**config.mk**
```make
export PLATFORM = sky130hd
export DESIGN_NAME = spi_dac161_slave
export DESIGN_NICKNAME = d
export VERILOG_FILES = /design/src/rtl/spi_dac161_slave.sv
export SDC_FILE = /design/constraint.sdc
export NUM_CORES = 1
export LEC_CHECK = 0
export ABC_AREA = 1
export CAP_MARGIN = 20
export CORE_MARGIN = 5
export CORE_UTILIZATION = 32
export CTS_CLUSTER_DIAMETER = 150
export DETAILED_ROUTE_END_ITERATION = 8
export DONT_BUFFER_PORTS = 1
export GPL_ROUTABILITY_DRIVEN = 0
export PLACE_DENSITY = 0.45
export SYNTH_ARGS = -nofsm -noshare
export SYNTH_HDL_FRONTEND = slang
export SYNTH_SLANG_ARGS = --single-unit
export TNS_END_PERCENT = 1
```
**constraint.sdc**
```tcl
create_clock -name clk -period 1.4 [get_ports clk]
set_input_delay 0.21 -clock clk [delete_from_list [all_inputs] [get_ports clk]]
set_output_delay 0.21 -clock clk [all_outputs]
set_load 0.005 [all_outputs]
```
**src/rtl/spi_dac161_slave.sv**
```systemverilog
// spi_dac161_slave: DAC161 SPI target (CPOL=1, CPHA=1); oversampled deframer, DAC code register, miso return word.
// Optional DAC161_LDAC_EN adds ldacb: write frames go to a holding register, transferred on ldacb low.
module spi_dac161_slave #(
  parameter int          FRAME_BITS  = 24,
  parameter int          SYNC_STAGES = 2,
  parameter logic [7:0]  WRITE_CMD   = 8'h08
) (
  input  logic                  clk,
  input  logic                  rst,
  input  logic                  csb,
  input  logic                  sck,
  input  logic                  mosi,
`ifdef DAC161_LDAC_EN
  input  logic                  ldacb,
`endif
  output logic                  miso,
  input  logic [FRAME_BITS-1:0] tx_data,
  input  logic                  tx_load,
  output logic [FRAME_BITS-1:0] rx_data,
  output logic                  rx_valid,
  output logic [15:0]           dac_code,
  output logic                  dac_update,
  output logic                  frame_err,
  output logic                  busy
);
  localparam int CW = $clog2(FRAME_BITS + 2);
  localparam logic [CW-1:0] FULL = CW'(FRAME_BITS);
  localparam logic [CW-1:0] SAT  = CW'(FRAME_BITS + 1);
  typedef enum logic [1:0] {IDLE, SHIFT, CHECK} state_t;
  state_t state, state_nx;
  logic [SYNC_STAGES-1:0] csb_s, sck_s, mosi_s;
  logic csb_d, sck_d, csb_q, sck_q, mosi_q;
  logic csb_fall, csb_rise, sck_fall, sck_rise;
  logic start, start_pend, frame_ok, wr;
  logic [CW-1:0] bit_cnt;
  logic [FRAME_BITS-1:0] shift_in, out_shift, tx_reg;
`ifdef DAC161_LDAC_EN
  logic [SYNC_STAGES-1:0] ldac_s;
  logic ldac_d, ldac_q, ldac_fall;
  logic [15:0] hold;
  assign ldac_q    = ldac_s[SYNC_STAGES-1];
  assign ldac_fall = ldac_d & ~ldac_q;
`endif
  assign csb_q    = csb_s[SYNC_STAGES-1];
  assign sck_q    = sck_s[SYNC_STAGES-1];
  assign mosi_q   = mosi_s[SYNC_STAGES-1];
  assign csb_fall = csb_d & ~csb_q;
  assign csb_rise = ~csb_d & csb_q;
  assign sck_fall = sck_d & ~sck_q;
  assign sck_rise = ~sck_d & sck_q;
  assign start    = (state == IDLE) && (csb_fall || start_pend);
  assign frame_ok = bit_cnt == FULL;
  assign wr       = (state == CHECK) && frame_ok && (shift_in[FRAME_BITS-1 -: 8] == WRITE_CMD);
  assign busy     = state != IDLE;
  always_ff @(posedge clk or negedge rst) begin
    if (!rst) begin
      csb_s  <= '1;
      sck_s  <= '1;
      mosi_s <= '0;
      csb_d  <= 1'b1;
      sck_d  <= 1'b1;
    end else begin
      csb_s  <= {csb_s[SYNC_STAGES-2:0], csb};
      sck_s  <= {sck_s[SYNC_STAGES-2:0], sck};
      mosi_s <= {mosi_s[SYNC_STAGES-2:0], mosi};
      csb_d  <= csb_q;
      sck_d  <= sck_q;
    end
  end
  always_ff @(posedge clk or negedge rst) begin
    if (!rst) state <= IDLE;
    else      state <= state_nx;
  end
  always_comb begin
    state_nx = IDLE;
    state_nx = (state == IDLE)  ? (start ? SHIFT : IDLE) :
               (state == SHIFT) ? (csb_rise ? CHECK : SHIFT) : IDLE;
  end
  always_ff @(posedge clk or negedge rst) begin
    if (!rst) begin
      miso       <= 1'b0;
      rx_data    <= '0;
      rx_valid   <= 1'b0;
      dac_code   <= '0;
      dac_update <= 1'b0;
      frame_err  <= 1'b0;
      bit_cnt    <= '0;
      shift_in   <= '0;
      out_shift  <= '0;
      tx_reg     <= '0;
      start_pend <= 1'b0;
    end else begin
      rx_valid   <= 1'b0;
      dac_update <= 1'b0;
      frame_err  <= 1'b0;
      // a select arriving during CHECK is remembered and started from IDLE
      start_pend <= (state == CHECK) && csb_fall;
      if (state == IDLE) begin
        miso <= tx_reg[FRAME_BITS-1];
        if (tx_load) tx_reg <= tx_data;
        if (start) begin
          bit_cnt   <= '0;
          out_shift <= tx_reg;
        end
      end
      if (state == SHIFT) begin
        if (sck_rise) begin
          shift_in <= {shift_in[FRAME_BITS-2:0], mosi_q};
          bit_cnt  <= (bit_cnt == SAT) ? bit_cnt : bit_cnt + 1'b1;
        end
        if (sck_fall) begin
          miso      <= out_shift[FRAME_BITS-1];
          out_shift <= {out_shift[FRAME_BITS-2:0], 1'b0};
        end
      end
      if (state == CHECK) begin
        rx_valid  <= frame_ok;
        frame_err <= ~frame_ok;
        if (frame_ok) rx_data <= shift_in;
      end
`ifdef DAC161_LDAC_EN
      if (wr && !ldac_q) begin
        dac_code   <= shift_in[15:0];
        dac_update <= 1'b1;
      end else if (ldac_fall) begin
        dac_code   <= hold;
        dac_update <= 1'b1;
      end
`else
      if (wr) begin
        dac_code   <= shift_in[15:0];
        dac_update <= 1'b1;
      end
`endif
    end
  end
`ifdef DAC161_LDAC_EN
  always_ff @(posedge clk or negedge rst) begin
    if (!rst) begin
      ldac_s <= '1;
      ldac_d <= 1'b1;
      hold   <= '0;
    end else begin
      ldac_s <= {ldac_s[SYNC_STAGES-2:0], ldacb};
      ldac_d <= ldac_q;
      if (wr) hold <= shift_in[15:0];
    end
  end
`endif
endmodule
```
Word level (Yosys, flattened, before mapping) --
Index checks and enable logic that the tools add are counted.
Storage, ports and cells: register bits after elaboration 132, latch bits 0, output and inout bits 45, bits in read-only memories 0, input port bits 30, memory bits (writable) 0, memories kept 0, word-level logic and storage cells 62
Cells by class: shifts and indexed selects 0, reductions and logical operators 10, $add $sub $neg 1, mux-type cells 19, $lt $le $gt $ge 0, multipliers 0, div/mod/pow operators 0, equality and inequality tests 6, bitwise logic cells 9
Operator list (count):
- $mux W24 | 4
- $mux W5 | 5
- $eq A5 B5 Y1 const B | 2
- $eq A8 B4 Y1 const B | 1
- $mux W1 | 7
- $mux W2 | 3
- $reduce_and A2 Y1 | 3
- $add A5 B1 Y5 const B | 1
- $not A1 Y1 | 5
- $and A1 B1 Y1 | 4
- $logic_and A1 B1 Y1 | 4
- $ne A3 B3 Y1 const B | 1
- $eq A2 B1 Y1 const B | 1
- $eq A2 B2 Y1 const B | 1
- $logic_not A2 Y1 | 1
- $reduce_bool A2 Y1 | 1
- $logic_or A1 B1 Y1 | 1

Longest topological paths before layout --
word-level depth 8, mapped depth 9, depth with buffers taken out 9

Worst setup path after synthesis --
No wires, ideal clock.
kind flip-flop to flip-flop, from register bit_cnt[0], to register dac_code[10], slack -121 ps, buffers on the path 1, clock period less this slack 1521 ps, data arrival time 1404 ps, stages on the path, launching flop included 9, required time 1284 ps, setup time 116 ps, cells stage by stage dfrtp_1 -> inv_1 -> ha_1 -> nand2_1 -> nor3_4 -> nand2_4 -> buf_6 -> nand2_1 -> nand2_1
On the way: word-level cells in the longest chain between the ends 3
RTL lines:
- start: declaration | line 35 | logic [CW-1:0] bit_cnt;
- start signal: assignment | line 109 | bit_cnt <= (bit_cnt == SAT) ? bit_cnt : bit_cnt + 1'b1;
- $eq A5 B5 Y1 | line 52 | assign frame_ok = bit_cnt == FULL;
- $logic_and A1 B1 Y1 (2 in a row) | line 53 | assign wr = (state == CHECK) && frame_ok && (shift_in[FRAME_BITS-1 -: 8] == WRITE_CMD);
- end signal: assignment | line 131 | dac_code <= shift_in[15:0];
- end: declaration | line 21 | output logic [15:0] dac_code,
No other way between the ends. A chain may end at the register's enable or synchronous reset.

Worst setup path after layout --
from register bit_cnt[1], to register rx_data[5]
On the way: word-level cells in the longest chain between the ends 2
RTL lines:
- $eq A5 B5 Y1 | line 52
- $reduce_and A2 Y1 (no line)
- end signal: assignment | line 119 | if (frame_ok) rx_data <= shift_in;
- end: declaration | line 19 | output logic [FRAME_BITS-1:0] rx_data,
No other way between the ends.

==> results.env <==
OUTCOME='finished, violations left'
CLK_LATENCY_NS=0.41
WORST_R2R_PATH_DEPTH=8
DESIGN.DIE.AREA_UM2=19900
POWER_REPORT.INTERNAL_TOTAL_mW=8.18
TIMING_WORST_SLEW_PIN_VALUE_NS=0.241
DETAILROUTE.VIA_COUNT=4024
DOMINANTREGCELLSYNTH='sky130_fd_sc_hd__dfrtp_1'
PATH_CLASS_OF_THE_LOWEST_SLACK_MIN_DELAY_PATH='in -> async'
DP_HPWL_UM=7380
UNREPAIRED_SETUP_ENDPOINTS_AFTER_GLOBAL_ROUTING='yes'
FINALCRITICALPERIOD_NS=1.40
CLOCK_SINKS=132
PLACED_CELLS=834
CLOCK_TREE.HTREE_LEVEL_COUNT=4
VIOLATIONS='hold timing, setup timing'
COMB_POWER_SHARE_PCT=18.7
DRT-VIAS-PER-INSTANCE=4.46
SYN_AVG_CELL_AREA_UM2=8.81
WIRELENGTH_UM=12300
FIRST_GLOBAL_VIAS=3989
NUM_ANTENNA_CELLS=0
CRIT_BUF_INV=2
PORTBUFFERS=0
SWITCHING_POWER_TOTAL_mW=3.18
SYNTH_SEQ_CELLS=132
SLEW_VIOLATIONS=0
DIE_WIDTH_UM=141
CRITPATHLAUNCH='bit_cnt[1]'
INITIAL_UTIL_PCT=32.8
YS_SEQ_AREA_SHARE_PCT=60.4
SETUP_VIOLATIONS=1
SYNTH_NETS=655
GRT_FIRST_PASS_WIRELENGTH_UM=20600
CTS.HOLD.BUFFERS_ADDED=28
GRT_ANTENNA_BEFORE_REPAIR=0
SETUP_SLACK_NS=-0.00151
COUNT_OF_FLIP_FLOPS_WITH_A_BUILT_IN_ENABLE_AFTER_SYNTHESIS=0
CLK_PATH_BUF_DEPTH=2
CLOCKPOWERSHARE_PCT=37.4
FIN_SKEW_NS=0.0115
FINAL_NETS=705
HOLD-WORST-SLACK_NS=-0.508
WORST_PATH_MAX_DELAY_CELL='sky130_fd_sc_hd__dfrtp_1'
SYNTH_TOP_AREA_SHARE_PCT=57.5
DETAIL_ROUTE.ITER0.VIOLATIONS=228
CP.REQUIRED_NS=1.69
FINALHOLDVIOLATIONS=132
PLACEMENTROWS=47
CRITICAL_R2R_LAUNCH='bit_cnt[1]'
SYNTH_AREA_LEADERS='sky130_fd_sc_hd__dfrtp_1, sky130_fd_sc_hd__nand2_1, sky130_fd_sc_hd__nand3_1'
DRIVE_ABOVE_1_SHARE_PCT=15.7
CORE_REGION_AREA_UM2=16700
DRV.MAX_CAP_VIOLATION_COUNT=0
TIMING.CRITICAL_PATH.TO_TYPE='flip-flop'
GRT.OVERFLOW.TOTAL=0
IOPINCOUNT=75
CRIT_FAMILY='flip-flops'
POWER_DENSITY_nW_PER_UM2=1620
DIE-HEIGHT_UM=141
COUNT_OF_TRITONROUTE_ITERATIONS_IN_THE_FIRST_ROUTING_PASS=4
SYNTH.LARGEST_AREA_CELL='sky130_fd_sc_hd__dfrtp_1'
TIMING.RR.END='rx_data[5]'
CTSROOTBUFFERMASTER='sky130_fd_sc_hd__clkbuf_16'
SYNTHARSTFLOPSHARE_PCT=100
GRT.TOTAL_USAGE_PCT=13.0
AREA.GROWTH.SYNTH_TO_FINAL_PCT=27.9
CP_DATA_ARRIVAL_TIME_NS=1.69
REMAINING_DRC_ERRORS=0
POST_LAYOUT_NONFILLER_INSTANCES=902
POWER.SWITCHING_FRACTION_PCT=28.0
SEQPWRFRAC_PCT=43.9
SYNTH_UNIQUE_CELLS=23
CTS_BUF_COUNT=17
CTS_TREE='done'
CELLS_AFTER_SYNTHESIS=622
STARTPOINT_TYPE='flip-flop'
SYN_AREA_UM2=5480
PATH_MAX_FANOUT=12
CPPEAKSTAGEDELAY_NS=0.39
ANTENNA_LEFT=0
POWER.IR.VDD_WORST_V=0.000923
MAX_CLOCK_FREQ_GHz=0.714
POWER.STATIC_LEAKAGE_nW=3.46
PATH_CELLS='inv_2 -> ha_4 -> nand2_4 -> nor2_4 -> nand3_4 -> clkbuf_16 -> nand2_1 -> o21ai_0'
SLEW_HEADROOM_PCT=83.9
PIN_COUNT_OF_THE_BIGGEST_NET_ENTERING_GLOBAL_ROUTING=133
FINAL.PERIOD_UTILIZATION_PCT=100
YOSYSWARNINGCOUNT=0
DRT-WIRELENGTH-PER-CELL_UM=13.7
CTS.CLK_SLEW.WORST_PATHS_NS=0.06
REG2REG_SETUP_SLACK_NS=-0.002
TIMING.SETUP.CRITICAL_PATH_CLASS='reg -> reg'
logic make-up (layout without fill, tap and decap cells):
kind of cell,after synthesis,count (layout),synth area share (%)
fa+ha+maj,3,3,0.685
compound gates,80,80,7.44
simple gates,292,293,22.5
buf+inv,114,173,8.85
xor+xnor,1,1,0.160
flops,132,132,60.4
cell type report:
| type | instances | area (um2) |
|---|---|---|
| fillers | 1635 | 9690 |
| well taps | 220 | 275 |
| repair buffers | 60 | 706 |
| clock inverters | 9 | 108 |
| flip-flops and latches | 132 | 3310 |
| clock buffers | 20 | 457 |
| inverters | 84 | 315 |
| multi-input cells | 377 | 1840 |
worst reg2reg max path, stage by stage (launching register included):
cell	delay [ns]
sky130_fd_sc_hd__dfrtp_1	0.39
sky130_fd_sc_hd__inv_2	0.09
sky130_fd_sc_hd__ha_4	0.14
sky130_fd_sc_hd__nand2_4	0.06
sky130_fd_sc_hd__nor2_4	0.12
sky130_fd_sc_hd__nand3_4	0.15
sky130_fd_sc_hd__clkbuf_16	0.21
sky130_fd_sc_hd__nand2_1	0.06
sky130_fd_sc_hd__o21ai_0	0.07
power by group through the flow:
stage / combinational [mW] / sequential [mW] / clock [mW]
after floorplan: 1.37 / 4.95 / 0
after global placement: 1.81 / 5.01 / 0
after detailed placement: 1.86 / 5.04 / 0
after CTS: 2.09 / 4.99 / 4.38
after global routing: 2.48 / 5.08 / 4.56
final: 2.12 / 4.99 / 4.25
worst max-delay path by stage:
stage / endpoint / slack (ns) / depth (start not counted)
after floorplan: dac_code[10] / -0.04 / 8
after global placement: out_shift[15] / -0.02 / 5
after detailed placement: rx_data[0] / -0.07 / 7
after CTS: dac_code[11] / -0.02 / 8
after global routing: rx_data[3] / -0.11 / 8
final: rx_data[5] / -0.002 / 8
Yosys cell counts (2+ instances only):
master and number:
sky130_fd_sc_hd__nand3b_1 3, sky130_fd_sc_hd__o21ai_0 52, sky130_fd_sc_hd__dfstp_2 6, sky130_fd_sc_hd__a21oi_1 26, sky130_fd_sc_hd__nor3_1 2, sky130_fd_sc_hd__ha_1 3, sky130_fd_sc_hd__clkbuf_1 11, sky130_fd_sc_hd__inv_1 84
sky130_fd_sc_hd__dfrtp_1 126, sky130_fd_sc_hd__nand3_1 73, sky130_fd_sc_hd__nand2_2 2, sky130_fd_sc_hd__nor2_1 38, sky130_fd_sc_hd__buf_6 5, sky130_fd_sc_hd__nand2_1 170, sky130_fd_sc_hd__buf_2 13
layout by cell type, fill, tap and decap left out, types with 4 or more instances in the layout:
| master | count |
|---|---|
| sky130_fd_sc_hd__nand2_1 | 157 |
| sky130_fd_sc_hd__dfrtp_1 | 125 |
| sky130_fd_sc_hd__inv_1 | 79 |
| sky130_fd_sc_hd__nand3_1 | 69 |
| sky130_fd_sc_hd__nor2_1 | 32 |
| sky130_fd_sc_hd__o21ai_0 | 30 |
| sky130_fd_sc_hd__dlygate4sd3_1 | 28 |
| sky130_fd_sc_hd__a21oi_1 | 26 |
| sky130_fd_sc_hd__o21ai_1 | 19 |
| sky130_fd_sc_hd__clkbuf_16 | 18 |
| sky130_fd_sc_hd__buf_4 | 16 |
| sky130_fd_sc_hd__nand2_2 | 13 |
| sky130_fd_sc_hd__buf_12 | 9 |
| sky130_fd_sc_hd__dfstp_2 | 6 |
| sky130_fd_sc_hd__inv_2 | 5 |
| sky130_fd_sc_hd__nor2_4 | 4 |
| sky130_fd_sc_hd__nand2_4 | 4 |
| sky130_fd_sc_hd__buf_6 | 4 |
through the flow:
step / setup slack (ns) / TNS [ns] / cell area [um2] / power (mW) / utilization (%)
finish: -0.00151 / -0.00151 / 7010 / 11.4 / 42.0
global route: -0.110 / -2.91 / 7010 / 12.1 / 42.0
CTS: -0.0163 / -0.0628 / 6890 / 11.5 / 41.2
detailed placement: -0.0661 / -1.13 / 5850 / 6.90 / 35.0
global placement: -0.0194 / -0.0244 / 5850 / 6.82 / 35.0
floorplan: -0.0419 / -0.906 / 5490 / 6.32 / -
timing repair:
| item | 4_1_cts | 5_1_grt |
|---|---|---|
| endpoints found under the setup margin | 52 | 97 |
| gates resized for setup | 17 | 54 |
| setup buffers | 7 | 0 |
| pin swaps | 4 | 5 |
| endpoints found under the hold margin | 159 | 132 |
| cloned | 3 | 1 |
routing by layer:
| layer | wire, um | vias to the layer above | global-route usage [%] | part of all wire, % |
|---|---|---|---|---|
| met5 | 0 | - | 0 | 0 |
| met4 | 76 | 0 | 3.98 | 0.62 |
| met3 | 702 | 5 | 5.08 | 5.7 |
| met2 | 5820 | 72 | 20.2 | 47 |
| met1 | 5740 | 1902 | 16.8 | 47 |
| li1 | - | 2045 | - | - |
Power figures use the tool's default switching activity.
